--- config.mk ---
export PLATFORM = sky130hd
export DESIGN_NAME = mips_shift_pipe
export DESIGN_NICKNAME = d
export VERILOG_FILES = /design/src/rtl/mips_shift_pipe.sv
export SDC_FILE = /design/constraint.sdc
export NUM_CORES = 1
export LEC_CHECK = 0
export CAP_MARGIN = 20
export CORE_MARGIN = 1
export CORE_UTILIZATION = 49
export CTS_BUF_LIST = sky130_fd_sc_hd__clkbuf_16
export CTS_CLUSTER_DIAMETER = 80
export CTS_CLUSTER_SIZE = 12
export DETAILED_ROUTE_END_ITERATION = 16
export HOLD_SLACK_MARGIN = 0.15
export PLACE_DENSITY = 0.78
export SETUP_SLACK_MARGIN = 0.02
export SLEW_MARGIN = 5
export SYNTH_ARGS = -nofsm -noshare
export SYNTH_HDL_FRONTEND = slang
export SYNTH_SLANG_ARGS = --single-unit
--- constraint.sdc ---
create_clock -name clk -period 5.35 [get_ports clk]
set_input_delay 0.8025 -clock clk [delete_from_list [all_inputs] [get_ports clk]]
set_output_delay 0.8025 -clock clk [all_outputs]
set_load 0.02 [all_outputs]
--- src/rtl/mips_shift_pipe.sv ---
// mips_shift_pipe: pipelined MIPS shifter (in_valid/in_ready ops with funct, shamt, rs, rt, tag; out_valid/out_ready result, tag, illegal flag; flush)
module mips_shift_pipe #(
  parameter int WIDTH  = 32,
  parameter int STAGES = 2,
  parameter int TAG_W  = 5
) (
  input  logic                     clk,
  input  logic                     reset,
  input  logic                     in_valid,
  output logic                     in_ready,
  input  logic [5:0]               in_funct,
  input  logic [$clog2(WIDTH)-1:0] in_shamt,
  input  logic [WIDTH-1:0]         in_rs,
  input  logic [WIDTH-1:0]         in_rt,
  input  logic [TAG_W-1:0]         in_tag,
  input  logic                     flush,
  output logic                     out_valid,
  input  logic                     out_ready,
  output logic [WIDTH-1:0]         out_result,
  output logic [TAG_W-1:0]         out_tag,
  output logic                     out_illegal
);
  localparam int SW = $clog2(WIDTH);
  localparam int K  = (SW + STAGES - 1) / STAGES;
  logic             legal, stall, unused_ok;
  logic             sv [STAGES], v_q [STAGES], si [STAGES], i_q [STAGES];
  logic [WIDTH-1:0] sd [STAGES], d_q [STAGES];
  logic [SW-1:0]    sa [STAGES], a_q [STAGES];
  logic [1:0]       sm [STAGES], m_q [STAGES];
  logic [TAG_W-1:0] st [STAGES], t_q [STAGES];
  function automatic logic [WIDTH-1:0] step(input logic [WIDTH-1:0] d, input logic [SW-1:0] a,
                                            input logic [1:0] m, input int j);
    logic [WIDTH-1:0] r;
    r = d;
    for (int b = 0; b < SW; b++)
      if (b / K == j && a[b]) begin
        if (m[1]) r = r << (1 << b);
        else if (m[0]) r = $signed(r) >>> (1 << b);
        else r = r >> (1 << b);
      end
    return r;
  endfunction
  assign legal     = in_funct[5:3] == 3'b000 && in_funct[1:0] != 2'b01;
  assign stall     = out_valid && !out_ready;
  assign in_ready  = !stall;
  assign unused_ok = ^{in_rs[WIDTH-1:SW], a_q[STAGES-1], m_q[STAGES-1]};
  always_comb begin
    sv[0] = in_valid;
    sd[0] = legal ? in_rt : '0;
    sa[0] = in_funct[2] ? in_rs[SW-1:0] : in_shamt;
    sm[0] = {in_funct[1:0] == 2'b00, in_funct[1:0] == 2'b11};
    st[0] = in_tag;
    si[0] = !legal;
    for (int j = 1; j < STAGES; j++) begin
      sv[j] = v_q[j-1];
      sd[j] = d_q[j-1];
      sa[j] = a_q[j-1];
      sm[j] = m_q[j-1];
      st[j] = t_q[j-1];
      si[j] = i_q[j-1];
    end
  end
  always_ff @(posedge clk)
    if (reset)
      for (int j = 0; j < STAGES; j++) begin
        v_q[j] <= 1'b0;
        d_q[j] <= '0;
        a_q[j] <= '0;
        m_q[j] <= '0;
        t_q[j] <= '0;
        i_q[j] <= 1'b0;
      end
    else if (flush)
      for (int j = 0; j < STAGES; j++) v_q[j] <= 1'b0;
    else if (!stall)
      for (int j = 0; j < STAGES; j++) begin
        v_q[j] <= sv[j];
        d_q[j] <= step(sd[j], sa[j], sm[j], j);
        a_q[j] <= sa[j];
        m_q[j] <= sm[j];
        t_q[j] <= st[j];
        i_q[j] <= si[j];
      end
  assign out_valid   = v_q[STAGES-1];
  assign out_result  = d_q[STAGES-1];
  assign out_tag     = t_q[STAGES-1];
  assign out_illegal = i_q[STAGES-1];
endmodule

==> summary.md, run 1 <==
| Metric | Value |
|---|---|
| Internal | `0.00131 W` |
| Peak Freq | `between 200 and 300 MHz` |
| Clk root buf | `clkbuf_16` |
| Outcome | `completed` |
| Fin area | `7870 sq um` |
| Post-CTS Hold Buffers | `0` |
| Area growth syn-to-layout | `15.7%` |
| R2R Path End | `d_q[0][31]` |
| CTS Buf Count | `9` |
| Worst path slowest cell | `clkdlybuf4s50_1` |
| Syn_nets | `887` |
| Power per standard cell area | `239 nW/um^2` |
| Setup violators final | `0` |
| Synth Flop Type | `edfxtp_1` |
| Die height | `120 um` |
| Post-synth top area share | `36.2%` |
| Dpl cell area | `approximately 7600 sq um` |
| Post-route ant nets | `0` |
| DP HPWL | `14900 um` |
| Clk_skew | `roughly 8.8 ps` |
| Clock transition at path regs | `60 ps` |
| Nets | `905` |
| Mean Syn Cell Area | `8.48 sq um` |
| Initial antenna violation count | `0` |
| First DRT Iteration DRCs | `997` |
| TritonCTS clock tree | `built` |
| Worst setup path start | `in_funct[2]` |
| Resized cells post-CTS | `0` |
| Worst Hold Class | `flop to flop` |
| Reg2Reg Setup Slack | `2960 ps` |
| # DRC | `0` |
| RSZ-0062 raised after global routing | `false` |
| Clock power share | `30.9%` |
| Die Span X | `120 um` |
| Reg2reg path depth | `7` |
| Core area | `13400 sq um` |
| CP Capture Type | `flop` |
| Global-route wire length before repair | `32900 um` |
| Seq/Total Area, Yosys | `between 30% and 40%` |
| Row count | `42` |
| Final wirelength | `21200 um` |
| Number of global-route vias before repair | `6202` |
| Number of distinct library cells after synthesis | `55` |
| Fin Setup TNS | `0 ps` |
| # H-tree levels | `3` |
| End of the critical path | `d_q[0][22]` |
| I/O pin cnt | `125` |
| Critical path's largest stage delay | `~900 ps` |
| Min Hold Slack | `approximately 550 ps` |
| YS warnings | `0` |
| Vias | `6728` |
| Final cell count without fillers | `1001` |
| CP startpoint kind | `input port` |
| Max-Cap Viols | `0` |
| Sw frac | `30.3%` |
| GRT Total Usage | `29.5%` |
| Worst endpoint data arrival time | `between 3000 and 4000 ps` |
| Yosys reg bits | `82` |
| Area contributors post-synth | `edfxtp_1 (36%), mux2i_1 (7.5%), nor2_1 (6.1%)` |
| Placed cells | `984` |
| Final hold vios | `0` |
| Mapped Area | `6800 sq um` |
| Fin. max-slew vios | `0` |
| CP cell instances | `clkdlybuf4s50_1, mux2_4, nor2_1, a311oi_2, o21ai_0, a211oi_1` |
| Least-Margin Pin Slew | `between 1000 and 1500 ps` |
| Port Buf Inserts | `97` |
| Remaining Overflow, GRT | `0` |
| DRT Pass-1 Iters | `6` |
| Post-synth EDFFs | `82` |
| WL per Instance | `21.2 um` |
| Switching pwr | `approximately 0.00057 W` |
| Largest net degree at the start of global routing | `81` |
| Cell taking the most area after synthesis | `edfxtp_1` |
| Worst r2r src | `v_q[0][1]` |
| Relative slew slack | `32.6%` |
| Initial core utilization | `50.7%` |
| Max clock buf depth | `2` |
| Seq pwr share | `41.9%` |
| Period minus WS final | `3850 ps` |
| Via density per instance | `6.72` |
| Combinational power share | `27.2%` |
| Lkg Pwr | `2.74 nW` |
| Total inserted antenna cells | `0` |
| Die area | `~14000 sq um` |
| Crit path kind | `input port to flop` |
| Setup Buffers After CTS | `0` |
| Max VDD drop | `0.000145 V` |
| CP Max Fanout | `78` |
| CTS sink cnt | `82` |
| Register area | `between 2000 and 2500 sq um` |
| Layout cells sized above 1 | `under 10%` |
| Tcrit/Tclk final | `between 70% and 80%` |
| Required time of the critical path | `roughly 5400 ps` |
| Cells after Synth | `802` |
| Synth async-reset ratio | `0%` |
| Filler Cell Count | `1190` |
| RD Place Congestion | `0.986` |
| Clk_lat worst skew | `340 ps` |
| Multi-input gate area in the final layout | `3790 sq um` |
-- critical path, delay by kind of cell --
family,cells,cell delay (ps)
AOI/OAI and AO/OA,3,1220
buffers and inverters,1,880
muxes,1,880
and+or+nand+nor,1,110
-- Yosys cell counts, types with 7 or more instances --
| master | number |
|---|---|
| mux2i_1 | 51 |
| nor2_1 | 110 |
| nor3_1 | 37 |
| buf_2 | 23 |
| nand2_1 | 75 |
| o21a_1 | 10 |
| clkbuf_1 | 43 |
| a2bb2oi_1 | 8 |
| o22ai_1 | 21 |
| and3_1 | 13 |
| o21ai_0 | 41 |
| buf_4 | 34 |
| o31ai_1 | 13 |
| a21oi_1 | 82 |
| edfxtp_1 | 82 |
| a211oi_1 | 27 |
| o221ai_1 | 11 |
| nand3_1 | 7 |
| nor4_1 | 7 |
| o211ai_1 | 7 |
| a22oi_1 | 20 |
-- layout make-up --
cell class / instances / area share (%)
inverter: 3 / 0.143
clock inverter: 7 / 0.779
multi-input combinational: 613 / 48.2
timing repair buffer: 111 / 13.9
sequential: 82 / 31.3
tap: 176 / 2.80
clock buffer: 9 / 2.86
-- kinds of logic (layout without fill, tap and decap cells) --
family / count (synthesis) / after routing / synth area share [%]
flops: 82 / 82 / 36.2
buf+inv: 107 / 130 / 8.43
simple gates: 271 / 271 / 17.8
mux: 59 / 59 / 9.22
compound gates: 283 / 283 / 28.3
-- flip-flops by register name, summed over array words and instances (netlist names) --
register / flops
m_q: 2
a_q: 2
d_q: 64
t_q: 10
v_q: 2
i_q: 2
-- power by group through the flow --
stage	logic [W]	clock network [W]	registers, W
floorplan	0.000343	0	0.000795
global placement	0.000488	0	0.000800
detailed placement	0.000496	0	0.000801
CTS	0.000498	0.000589	0.000788
global route	0.000548	0.000616	0.000792
finish	0.000513	0.000581	0.000789
-- worst min path at each step --
stage | start | endpoint | slack (ps) | cells past startpoint
4_1_cts | t_q[0][0] | t_q[0][5] | 550 | 1
3_3_place_gp | t_q[0][0] | t_q[0][5] | 520 | 1
2_1_floorplan | i_q[0][0] | i_q[0][1] | 520 | 1
3_5_place_dp | t_q[0][0] | t_q[0][5] | 540 | 1
5_1_grt | t_q[0][3] | t_q[0][8] | 570 | 1
6_report | i_q[0][0] | i_q[0][1] | 550 | 1
-- placed cells by master, fill, tap and decap left out, types with 7 or more instances in the layout --
cell	count
nor3_1	36
a22oi_1	20
nor4_1	7
o31ai_1	13
mux2i_1	50
nand2_1	75
clkdlybuf4s50_1	97
o211ai_1	7
and3_1	13
buf_4	13
clkbuf_16	9
o21a_1	10
nand3_1	7
edfxtp_1	82
o21ai_0	40
a211oi_1	27
o221ai_1	11
nor2_1	110
o22ai_1	21
a21oi_1	82
a2bb2oi_1	8
-- metal layers --
metal  global-route usage [%]  wire [um]  up-vias  part of all wire (%)
li1                         -          -     3061                     -
met1                     37.3       8500     3145                    40
met2                     47.1       9760      442                    46
met3                     5.70       2040       80                   9.6
met4                     16.7        941        0                   4.4
met5                        0          0        -                     0
-- stage by stage --
stage	total power [W]	setup slack (ps)	util (%)
detailed placement	0.00130	1260	56.4
floorplan	0.00114	237	-
global placement	0.00129	1290	56.4
CTS	0.00187	1610	58.5
finish	0.00188	1500	58.7
global route	0.00196	1350	58.7
Note: power is estimated with default switching activity, not from simulation.
==> inputs of run 2 (changes only) <==
==> constraint.sdc (replaced) <==
create_clock -name clk -period 3.3 [get_ports clk]
set_input_delay 0.495 -clock clk [delete_from_list [all_inputs] [get_ports clk]]
set_output_delay 0.495 -clock clk [all_outputs]
set_load 0.02 [all_outputs]
==> run 2 against run 1 <==
Worst hold slack got worse by 4.5 ps. Sequential share of layout area decreased by 1.3 points. Power increased by 59%. Die area unchanged. Combinational power increased by 72%. Critical path type unchanged. Critical endpoint is now d_q[0][29]. Largest power group unchanged. Highest routed layer unchanged.
==> summary.md, run 2 (synthesized netlist as in run 1, its figures left out) <==
| Metric | Value |
|---|---|
| # H-tree levels | `3` |
| Period minus WS final | `2800 ps` |
| Via density per instance | `about 6.7` |
| CP startpoint kind | `input port` |
| Dpl cell area | `between 7000 and 8000 sq um` |
| Initial core utilization | `between 50% and 60%` |
| Remaining Overflow, GRT | `0` |
| Placed cells | `1030` |
| Vias | `between 6000 and 7000` |
| Fin. max-slew vios | `0` |
| Fin area | `8220 sq um` |
| Regs by FF count | `d_q (64), t_q (10)` |
| Switching pwr | `a little over 0.0009 W` |
| Max VDD drop | `0.000210 V` |
| Setup Buffers After CTS | `0` |
| Commonest non-fill, non-tap cell in the layout | `nor2_1` |
| Crit path kind | `input port to flop` |
| TritonCTS clock tree | `built` |
| CP cell instances | `clkdlybuf4s50_1, mux2_4, buf_12, buf_12, nor2_1, nor3_1, a221oi_1, a311oi_1` |
| Most used routing layer | `met2` |
| Worst Hold Class | `flop to flop` |
| Layout cells sized above 1 | `11.2%` |
| Final cell count without fillers | `between 1000 and 1500` |
| Relative slew slack | `46.1%` |
| Setup violators final | `0` |
| Number of global-route vias before repair | `6470` |
| Largest net degree at the start of global routing | `81` |
| CP Capture Type | `flop` |
| Seq pwr share | `43.0%` |
| Combinational power share | `around 29%` |
| Clock power share | `~28%` |
| Outcome | `completed` |
| Row count | `42` |
| Lkg Pwr | `roughly 3 nW` |
| Peak Freq | `358 MHz` |
| Met1 Usage GRT | `between 40% and 50%` |
| Clk_lat worst skew | `340 ps` |
| Total inserted antenna cells | `0` |
| CTS sink cnt | `82` |
| GRT Total Usage | `31.8%` |
| Filler Cell Count | `1187` |
| # DRC | `0` |
| DP HPWL | `17100 um` |
| Nets | `950` |
| CTS Buf Count | `9` |
| Met3 Use GR | `4.99%` |
| Core area | `13400 sq um` |
| Die height | `120 um` |
| Commonest non-fill, non-tap cells in the layout | `nor2_1 (110), clkdlybuf4s50_1 (97), a21oi_1 (82), edfxtp_1 (82), nand2_1 (75)` |
| Max-Cap Viols | `0` |
| Register area | `2460 sq um` |
| Die Span X | `120 um` |
| Post-route ant nets | `0` |
| First DRT Iteration DRCs | `1093` |
| Initial antenna violation count | `0` |
| Clk root buf | `clkbuf_16` |
| Fin Setup TNS | `0 ps` |
| DRT Pass-1 Iters | `6` |
| Max clock buf depth | `2` |
| Register name with the most flops | `d_q` |
| Power per standard cell area | `364 nW/um^2` |
| Area growth syn-to-layout | `20.9%` |
| CP most frequent cell | `buf_12` |
| Final wirelength | `roughly 23000 um` |
| Multi-input gate area in the final layout | `3780 sq um` |
| Global-route wire length before repair | `roughly 35000 um` |
| Clock transition at path regs | `about 50 ps` |
| Final hold vios | `0` |
| Internal | `approximately 0.0021 W` |
| Die area | `14400 sq um` |
| Required time of the critical path | `3430 ps` |
| Sw frac | `a little under a third` |
| Top delay family on crit path | `buffers and inverters` |
| Clk_skew | `5.96 ps` |
| Resized cells post-CTS | `0` |
| Critical path's largest stage delay | `610 ps` |
| Post-CTS Hold Buffers | `0` |
| Met2 layer usage reported by global route | `49.6%` |
| Tcrit/Tclk final | `84.7%` |
| RSZ-0062 raised after global routing | `false` |
| Worst endpoint data arrival time | `2930 ps` |
| Max reg flops | `64` |
| Worst path slowest cell | `clkdlybuf4s50_1` |
| CP Max Fanout | `23` |
| Port Buf Inserts | `97` |
| WL per Instance | `21.9 um` |
| RD Place Congestion | `approximately 1.0` |
| Layout Utilization | `between 60 and 70%` |
| I/O pin cnt | `roughly 130` |
| Min Hold Slack | `544 ps` |
| Least-Margin Pin Slew | `around 800 ps` |
| WP buf/inv | `3` |
run 2: layout make-up:
| class | instances | share of cell area (%) |
|---|---|---|
| multi-input cells | 613 | 46.0 |
| clock inverters | 4 | 0.183 |
| repair buffers | 156 | 18.3 |
| clock buffers | 9 | 2.74 |
| well taps | 176 | 2.68 |
| flip-flops and latches | 82 | 30.0 |
| inverters | 3 | 0.137 |
run 2: final timing paths:
| kind | slack [ps] | depth (start not counted) | startpoint | to |
|---|---|---|---|---|
| min reg2reg | 540 | 1 | t_q[0][0] | t_q[0][5] |
| min | 540 | 1 | t_q[0][0] | t_q[0][5] |
| max | 500 | 8 | in_funct[2] | d_q[0][29] |
| max reg2reg | 810 | 6 | v_q[0][1] | d_q[0][6] |
run 2: power by group through the flow:
stage	Sequential, W	Clock (W)	Combinational (W)
final	0.00129	0.000828	0.000880
after global routing	0.00129	0.000876	0.000938
after CTS	0.00129	0.000842	0.000860
after detailed placement	0.00131	0	0.000856
after global placement	0.00130	0	0.000845
after floorplan	0.00129	0	0.000557
run 2: routing by layer:
layer | part of all wire (%) | up-vias
met2 | 45 | 485
met3 | 8.8 | 88
met4 | 5.2 | 0
met5 | 0 | -
li1 | - | 3158
met1 | 41 | 3238
run 2: through the flow:
| step | power, W | setup slack (ps) |
|---|---|---|
| after floorplan | 0.00184 | 80.3 |
| after global placement | 0.00215 | 212 |
| after detailed placement | 0.00216 | 193 |
| after CTS | 0.00299 | 532 |
| after global routing | 0.00311 | 347 |
| final | 0.00299 | 504 |
==> inputs of run 3 (changes only) <==
--- a/config.mk
+++ b/config.mk
@@ -13,7 +13,7 @@
 export CTS_CLUSTER_SIZE = 12
 export DETAILED_ROUTE_END_ITERATION = 16
 export HOLD_SLACK_MARGIN = 0.15
-export PLACE_DENSITY = 0.78
+export PLACE_DENSITY = 0.75
 export SETUP_SLACK_MARGIN = 0.02
 export SLEW_MARGIN = 5
 export SYNTH_ARGS = -nofsm -noshare
==> constraint.sdc (replaced) <==
create_clock -name clk -period 2.6 [get_ports clk]
set_input_delay 0.39 -clock clk [delete_from_list [all_inputs] [get_ports clk]]
set_output_delay 0.39 -clock clk [all_outputs]
set_load 0.02 [all_outputs]
==> run 3 against run 2 <==
Non-clock buffer count up 83. Via count up 6.5%. Power up 36%. Cell count up 8.2%. Global-route usage up 3.1 points. Critical path depth up 1. Clock power up 41%. Clock skew up 2.9 ps. Register-to-register slack worse by 200 ps. Critical path type unchanged. Critical endpoint is now d_q[0][4]. Largest power group unchanged.
==> summary.md, run 3 (synthesized netlist as in run 1, its figures left out) <==
| Metric | Value |
|---|---|
| Period minus WS final | `2520 ps` |
| Reg2reg path depth | `4` |
| Post-route ant nets | `0` |
| Initial core utilization | `about 51%` |
| Top delay family on crit path | `buffers and inverters` |
| Max-Cap Viols | `0` |
| Port Buf Inserts | `97` |
| Worst Hold Class | `flop to flop` |
| Slack of the critical path | `76.0 ps` |
| Remaining Overflow, GRT | `0` |
| Total inserted antenna cells | `0` |
| WL per Instance | `approximately 22 um` |
| Clk_lat worst skew | `340 ps` |
| Filler Cell Count | `1125` |
| RSZ-0062 raised after global routing | `true` |
| Core area | `13400 sq um` |
| DRT Pass-1 Iters | `6` |
| # DRC | `0` |
| Sw frac | `a little under a third` |
| Reg2Reg Setup Slack | `610 ps` |
| Crit path kind | `input port to flop` |
| CTS sink cnt | `82` |
| Vias | `roughly 7400` |
| First DRT Iteration DRCs | `1238` |
| I/O pin cnt | `125` |
| Hold depth | `1` |
| Number of global-route vias before repair | `6904` |
| Die Span X | `between 100 and 150 um` |
| RD Place Congestion | `1.04` |
| Post-CTS Hold Buffers | `0` |
| Row count | `42` |
| Max VDD drop | `~0.00030 V` |
| Final hold vios | `0` |
| Final cell count without fillers | `1129` |
| Tcrit/Tclk final | `97.1%` |
| Combinational power share | `31.3%` |
| Least-Margin Pin Slew | `about 690 ps` |
| Resized cells post-CTS | `0` |
| Worst path slowest cell | `clkdlybuf4s50_1` |
| Lkg Pwr | `3.42 nW` |
| Clk root buf | `clkbuf_16` |
| Placed cells | `around 1100` |
| Power per standard cell area | `453 nW/um^2` |
| Clk_skew | `8.84 ps` |
| Critical path's largest stage delay | `590 ps` |
| CP Capture Type | `flop` |
| Max clock buf depth | `2` |
| Register name with the most flops | `d_q` |
| Outcome | `completed` |
| Clock transition at path regs | `roughly 60 ps` |
| Via density per instance | `6.57` |
| Global-route wire length before repair | `approximately 38000 um` |
| Relative slew slack | `53.8%` |
| Commonest non-fill, non-tap cells in the layout | `buf_4 (132), nor2_1 (108), clkdlybuf4s50_1 (97)` |
| CP most frequent cell | `buf_4` |
| Largest net degree at the start of global routing | `81` |
| Max reg flops | `64` |
| CTS Buf Count | `9` |
| Setup violators final | `0` |
| Layout cells sized above 1 | `19.7%` |
| Commonest non-fill, non-tap cell in the layout | `buf_4` |
| Setup Buffers After CTS | `0` |
| GRT Total Usage | `35.0%` |
| Worst endpoint data arrival time | `around 2600 ps` |
| WP buf/inv | `5` |
| CP startpoint kind | `input port` |
| Regs by FF count | `d_q (64), t_q (10)` |
| Fin. max-slew vios | `0` |
| Clock power share | `28.8%` |
| Area growth syn-to-layout | `31.7%` |
| Final wirelength | `25100 um` |
| Peak Freq | `between 300 and 400 MHz` |
| Die height | `120 um` |
| Seq pwr share | `39.9%` |
| Die area | `around 14000 sq um` |
| TritonCTS clock tree | `built` |
| Switching pwr | `0.00123 W` |
| Nets | `1033` |
| WP depth | `9` |
| Required time of the critical path | `roughly 2700 ps` |
| Internal | `approximately 0.0028 W` |
| # H-tree levels | `3` |
| CP cell instances | `clkdlybuf4s50_1, buf_4, buf_4, mux2i_2, buf_4, buf_4, nor2_1, a211oi_1, nor3_2` |
| Dpl ws | `-278 ps` |
| Initial antenna violation count | `0` |
| CP Max Fanout | `12` |
| DP HPWL | `19400 um` |
[run 3: cell types whose count changed in the layout (fill, tap and decap cells not counted), moves of 2 or more]
| cell | change |
|---|---|
| a211oi_2 | -2 |
| a211oi_4 | +2 |
| buf_12 | +2 |
| buf_4 | +80 |
| clkinv_1 | +2 |
| nor2_1 | -2 |
| nor2_2 | +2 |
| nor4_1 | -2 |
| nor4_2 | +2 |
[run 3: area by class of cell]
cell class | instances | area, sq um | share of cell area, %
well taps | 176 | 220 | 2.46
repair buffers | 239 | 2150 | 24.0
flip-flops and latches | 82 | 2460 | 27.5
inverters | 3 | 11.3 | 0.126
clock buffers | 9 | 225 | 2.51
clock inverters | 7 | 52.6 | 0.587
multi-input cells | 613 | 3830 | 42.8
[run 3: per-stage QoR]
stage | TNS, ps | hold slack (ps) | cell area (sq um) | utilization, % | power, W
floorplan | 0 | 520 | 6810 | - | 0.00234
detailed placement | -4230 | 530 | 8630 | 64.4 | 0.00286
finish | 0 | 545 | 8960 | 66.8 | 0.00406
global route | -70.1 | 569 | 8960 | 66.8 | 0.00419
CTS | 0 | 548 | 8900 | 66.5 | 0.00402
global placement | -2240 | 525 | 8630 | 64.4 | 0.00284
[run 3: per-layer routing]
layer  routed length, um  vias to the layer above  global-route usage (%)
met3                2380                       96                    5.61
met1                9780                     3417                    44.2
met5                   0                        -                       0
met4                1010                        0                    14.8
li1                    -                     3322                       -
met2               11900                      587                    59.2
[run 3: path summary, 6_finish.rpt]
check	from	to
setup / recovery	in_funct[2]	d_q[0][4]
hold / removal	t_q[0][4]	t_q[0][9]
setup reg to reg	m_q[0][1]	d_q[0][63]
hold reg to reg	t_q[0][4]	t_q[0][9]
[run 3: power groups by stage]
stage,Sequential (W),Clock [W],Combinational (W)
after floorplan,0.00163,0,0.000708
after global placement,0.00164,0,0.00120
after detailed placement,0.00164,0,0.00122
after CTS,0.00162,0.00117,0.00123
after global routing,0.00163,0.00122,0.00134
final,0.00162,0.00117,0.00127
